File: config.mk
export PLATFORM = sky130hd
export DESIGN_NAME = serial_add_driver
export DESIGN_NICKNAME = d
export VERILOG_FILES = /design/src/rtl/sadrv_pkg.sv /design/src/rtl/sadrv_phase_cnt.sv /design/src/rtl/serial_add_driver.sv
export SDC_FILE = /design/constraint.sdc
export NUM_CORES = 1
export LEC_CHECK = 0
export CORE_ASPECT_RATIO = 0.7
export CORE_MARGIN = 3
export CORE_UTILIZATION = 46
export DETAILED_ROUTE_END_ITERATION = 8
export PLACE_DENSITY_LB_ADDON = 0.2
export SYNTH_ARGS = -nofsm -noshare
export SYNTH_HDL_FRONTEND = slang
export SYNTH_SLANG_ARGS = --single-unit
File: constraint.sdc
create_clock -name clk -period 1.9 [get_ports clk]
set_input_delay 0.19 -clock clk [delete_from_list [all_inputs] [get_ports clk]]
set_output_delay 0.19 -clock clk [all_outputs]
set_load 0.01 [all_outputs]
File: src/rtl/sadrv_pkg.sv
// Shared types and sizing helpers for the serial adder driver.
package sadrv_pkg;

    // Driver sequencing: flush, shift A in, move it over, shift B in, add, capture, respond.
    typedef enum logic [2:0] {
        S_IDLE,
        S_INIT,
        S_LOAD_A,
        S_XFER,
        S_LOAD_B,
        S_ADD,
        S_FIN,
        S_RESP
    } state_t;

    // Phase counter width: enough bits to count 0..n-1, never less than one bit.
    function automatic int cnt_w(input int n);
        return (n <= 2) ? 1 : $clog2(n);
    endfunction

endpackage

File: src/rtl/sadrv_phase_cnt.sv
// Wrapping 0..N-1 phase counter with enable and a last-count flag.
module sadrv_phase_cnt
    import sadrv_pkg::*;
#(
    parameter int N  = 4,
    parameter int CW = cnt_w(N)
) (
    input  logic          clk,
    input  logic          clr_n,
    input  logic          en,
    output logic [CW-1:0] cnt,
    output logic          last
);

    // Last count of a phase; the owner advances its state on this.
    always_comb begin
        last = (cnt == CW'(N - 1));
    end

    // Count while enabled, wrapping back to zero after the last count.
    always_ff @(posedge clk or negedge clr_n) begin
        if (!clr_n)      cnt <= '0;
        else if (en)     cnt <= last ? '0 : cnt + CW'(1);
    end

endmodule

File: src/rtl/serial_add_driver.sv
// Serial adder driver: accepts an operand pair, sequences a bit-serial adder
// through flush/load/add phases of N cycles each, and returns the captured sum.
// Optional build macro SADRV_CHECK_EN adds a chk_err output that compares the
// captured sum against a local reference adder.
module serial_add_driver
    import sadrv_pkg::*;
#(
    parameter int N = 4
) (
    input  logic         clk,
    input  logic         clr_n,
    input  logic         in_valid,
    output logic         in_ready,
    input  logic [N-1:0] op_a,
    input  logic [N-1:0] op_b,
    output logic         ser_out,
    output logic         shift_ctl,
    output logic         adder_clr,
    input  logic [N-1:0] sum_in,
    output logic         out_valid,
    input  logic         out_ready,
    output logic [N-1:0] sum_out
`ifdef SADRV_CHECK_EN
    ,
    output logic         chk_err
`endif
);

    localparam int CW = cnt_w(N);

    state_t         state_q, state_d;
    logic [N-1:0]   a_q, b_q;
    logic [CW-1:0]  cnt;
    logic           last;

    // Phase counter runs only while the adder is being shifted.
    sadrv_phase_cnt #(.N(N), .CW(CW)) u_phase_cnt (
        .clk   (clk),
        .clr_n (clr_n),
        .en    (shift_ctl),
        .cnt   (cnt),
        .last  (last)
    );

    // State register.
    always_ff @(posedge clk or negedge clr_n) begin
        if (!clr_n) state_q <= S_IDLE;
        else        state_q <= state_d;
    end

    // Next state and adder control; outputs decode from the state so reset clears them at once.
    always_comb begin
        state_d   = state_q;
        in_ready  = 1'b0;
        out_valid = 1'b0;
        shift_ctl = 1'b0;
        adder_clr = 1'b0;
        ser_out   = 1'b0;
        case (state_q)
            S_IDLE: begin
                in_ready = 1'b1;
                if (in_valid) state_d = S_INIT;
            end
            S_INIT: begin
                shift_ctl = 1'b1;
                adder_clr = 1'b1;
                if (last) state_d = S_LOAD_A;
            end
            S_LOAD_A: begin
                shift_ctl = 1'b1;
                ser_out   = a_q[cnt];
                if (last) state_d = S_XFER;
            end
            S_XFER: begin
                shift_ctl = 1'b1;
                if (last) state_d = S_LOAD_B;
            end
            S_LOAD_B: begin
                shift_ctl = 1'b1;
                ser_out   = b_q[cnt];
                if (last) state_d = S_ADD;
            end
            S_ADD: begin
                shift_ctl = 1'b1;
                if (last) state_d = S_FIN;
            end
            S_FIN: begin
                adder_clr = 1'b1;
                state_d   = S_RESP;
            end
            S_RESP: begin
                out_valid = 1'b1;
                if (out_ready) state_d = S_IDLE;
            end
            default: state_d = S_IDLE;
        endcase
    end

    // Operands are captured only on the accepting edge, so later in_valid cannot disturb them.
    always_ff @(posedge clk or negedge clr_n) begin
        if (!clr_n) begin
            a_q <= '0;
            b_q <= '0;
        end else if (state_q == S_IDLE && in_valid) begin
            a_q <= op_a;
            b_q <= op_b;
        end
    end

    // Result capture from the adder's parallel register at the end of FIN; held through RESP.
    always_ff @(posedge clk or negedge clr_n) begin
        if (!clr_n)                sum_out <= '0;
        else if (state_q == S_FIN) sum_out <= sum_in;
    end

`ifdef SADRV_CHECK_EN
    logic [N-1:0] ref_sum;

    // Reference sum, wrapping at N bits like the serial adder.
    always_comb begin
        ref_sum = a_q + b_q;
    end

    // Error flag evaluated on the same edge that captures sum_out, so it is valid for all of RESP.
    always_ff @(posedge clk or negedge clr_n) begin
        if (!clr_n)                                chk_err <= 1'b0;
        else if (state_q == S_FIN)                 chk_err <= (sum_in != ref_sum);
        else if (state_q == S_RESP && out_ready)   chk_err <= 1'b0;
    end
`endif

endmodule

==> metrics.txt <==
vias per inst=about 5.5; sequential-to-total area share from yosys stat=0.474; global placement routability congestion=just over 0.8; CTS tree=yes; Routed wire per std cell=approximately 17 um; chip height=around 43 um; I/O pins=25; largest net degree at the start of global routing=18; Synth Area in Simple Gates=0.118; synth top area cells=dfrtp_1 (47%), mux2_2 (8.8%), mux2_1 (7.5%); Mapped Cells=68; post-synthesis mux area share=0.247; via count=714; Max Fanout on Critical Path=7; clock-pin slew on the worst setup and hold paths=approximately 0.1 ns; synthesis-to-finish area growth=49.7%; largest family of logic cells by synthesized area=multiplexers; Hold Violations, Final=0; outcome=finished clean; Synth cell types=27; initial antenna violation count=0; skew final=between 0.001 and 0.0015 ns; commonest register cell after synthesis=dfrtp_1; Die Area=between 2000 and 3000 sq um; H-tree depth=1; Max Slew Vio Count=0; worst reg2reg path depth=7; average size of a mapped cell=between 10 and 15 sq um; Iter 0 DRT Violations=12; CP cell instances=buf_4 > inv_2 > ha_4 > nor3b_2 > buf_4 > o311ai_4 > mux2_4; Synth Area in Compound Gates=0.0627; Routed WL=roughly 2200 um; total power=2.39 mW; post-synth top area cell=dfrtp_1; fmax=about 540 MHz; maxcap violations=0; DR DRC count=0; Crit. End Element=flop; post-synthesis adder-cell area fraction=0.0696; post-synth net total=roughly 90; R2R Setup Slk=about 0.05 ns; Initial Util=0.525; XOR/XNOR share of the synthesized area=0; vias in the first global route=approximately 730; Final Critical Period=between 1.5 and 2 ns; top-count cell post-synth=dfrtp_1; Commonest cells post-synth=dfrtp_1 (17), mux2_2 (7), mux2_1 (6); number of setup violations in the final report=0; post-synthesis register bit count=17; Bufs on Longest Clock Path=2; CP max-delay cell=dfrtp_2; Row Count=12; Cell Area, Synth=between 800 and 900 sq um; Post-synth EDFFs=0; RSZ-0062 raised after global routing=false; power per cell area=1770 nW/um^2; # port buffers=24; total gr overflow=0; Final #Nets=130; total clock sinks=17; Worst EP required=2.09 ns; async set or reset register ratio after synthesis=1.00; most frequent CP cell=buf_4; Final ANT Viol Nets=0; CORE AREA=1710 sq um; TritonRoute pass-1 iters=4; worst slew pin tran=a little under 0.3 ns; Crit path largest cell delay=around 0.44 ns; VDD IR max=between 1000 and 1500 uV; DPL Wire Length=about 1500 um; CP startpoint kind=flop; min-delay worst type=in -> async; Slew headroom=0.802; share of cells above drive strength 1=0.426; Inserted Diodes=0; fin util=0.786; reg2reg start=state_q[0]; crit path kind=reg -> reg; root buffer cell=clkbuf_4; area share of the leading cell type in the synthesized netlist=0.474; worst skew pair latency=around 0.3 ns; gr usage total=0.186; period utilization=0.974; global-route wire length before repair=roughly 3500 um; cell leakage power=about 0.6 nW; TritonCTS buffer count=3; Data arrival, critical path=just over 2 ns; Synth Warn #=0; Die Wd=58.8 um; RR Endpoint=state_q[1]
## per-layer routing
layer | vias up | part of all wire | global-route usage
met3 | 4 | 0.064 | 0.0578
li1 | 328 | - | -
met4 | 0 | 0.0090 | 0.0271
met1 | 358 | 0.44 | 0.233
met2 | 24 | 0.49 | 0.319
met5 | - | 0 | 0
## final cells by class
| cell class | count | area (sq um) |
|---|---|---|
| Multi-Input combinational cell | 46 | 520 |
| Sequential cell | 17 | 429 |
| Fill cell | 114 | 367 |
| Timing Repair Buffer | 37 | 324 |
| Tap cell | 21 | 26.3 |
| Clock buffer | 3 | 22.5 |
| Inverter | 4 | 15.0 |
| Clock inverter | 1 | 7.51 |
## what timing repair did
| item | 4_1_cts | 5_1_grt |
|---|---|---|
| hold buffers | 0 | 0 |
| pin swaps | 1 | 1 |
| endpoints found under the setup margin | 5 | 6 |
| gates resized for setup | 13 | 16 |
| setup buffers | 3 | 4 |
## critical path, delay by kind of cell (launching register included)
| family | cells | cell delay [ns] |
|---|---|---|
| muxes | 1 | 0.34 |
| and+or+nand+nor | 1 | 0.06 |
| adders and majority gates | 1 | 0.18 |
| buffers and inverters | 3 | 0.40 |
| AOI/OAI and AO/OA | 1 | 0.32 |
| DFF | 1 | 0.44 |
## worst max-delay path by stage
| stage | slack, ns | depth (start not counted) | start | end |
|---|---|---|---|---|
| global route | 0.009 | 7 | state_q[0] | state_q[1] |
| global placement | 0.07 | 4 | state_q[0] | shift_ctl |
| CTS | -0.03 | 4 | state_q[1] | out_valid |
| detailed placement | -0.02 | 4 | state_q[0] | shift_ctl |
| floorplan | 0.27 | 5 | state_q[0] | a_q[1] |
| finish | 0.05 | 7 | state_q[0] | state_q[1] |
## metrics by stage
stage               hold slack, ns  worst slack, ns  cell area, sq um  cells  setup TNS [ns]
floorplan                   -0.106            0.271               898     68               0
global placement             0.473           0.0747              1200    118               0
detailed placement           0.481          -0.0208              1200    118         -0.0208
CTS                          0.208          -0.0290              1280    125         -0.0290
global route                 0.195          0.00897              1350    129               0
finish                       0.196           0.0490              1350    129               0
## kinds of logic after synthesis
family | count (synthesis)
multiplexers | 17
flip-flops | 17
AND/OR/NAND/NOR | 16
AO/OA/AOI/OAI | 8
buffers and inverters | 5
adder cells (fa/ha/maj) | 5
## cells in the final DEF, fill, tap and decap left out, types with 3 or more instances in the layout
cell	netlist	final
mux2_1	6	6
ha_4	0	4
dfrtp_1	17	14
buf_4	0	13
clkbuf_4	0	3
nand2_1	3	3
clkdlybuf4s50_1	0	19
o21ai_0	3	3
mux2_2	7	7
dfrtp_2	0	3
## registers in the layout, indices dropped and copies added, names as in the netlist
| name | count |
|---|---|
| u_phase_cnt.cnt | 2 |
| b_q | 4 |
| a_q | 4 |
| state_q | 3 |
| sum_out | 4 |
## power breakdown
part           leakage, nW  internal [mW]  switching (mW)
Clock               0.0139         0.0804           0.125
Combinational        0.371          0.837           0.611
Sequential           0.199          0.560           0.173
(Power assumes the default switching activity.)
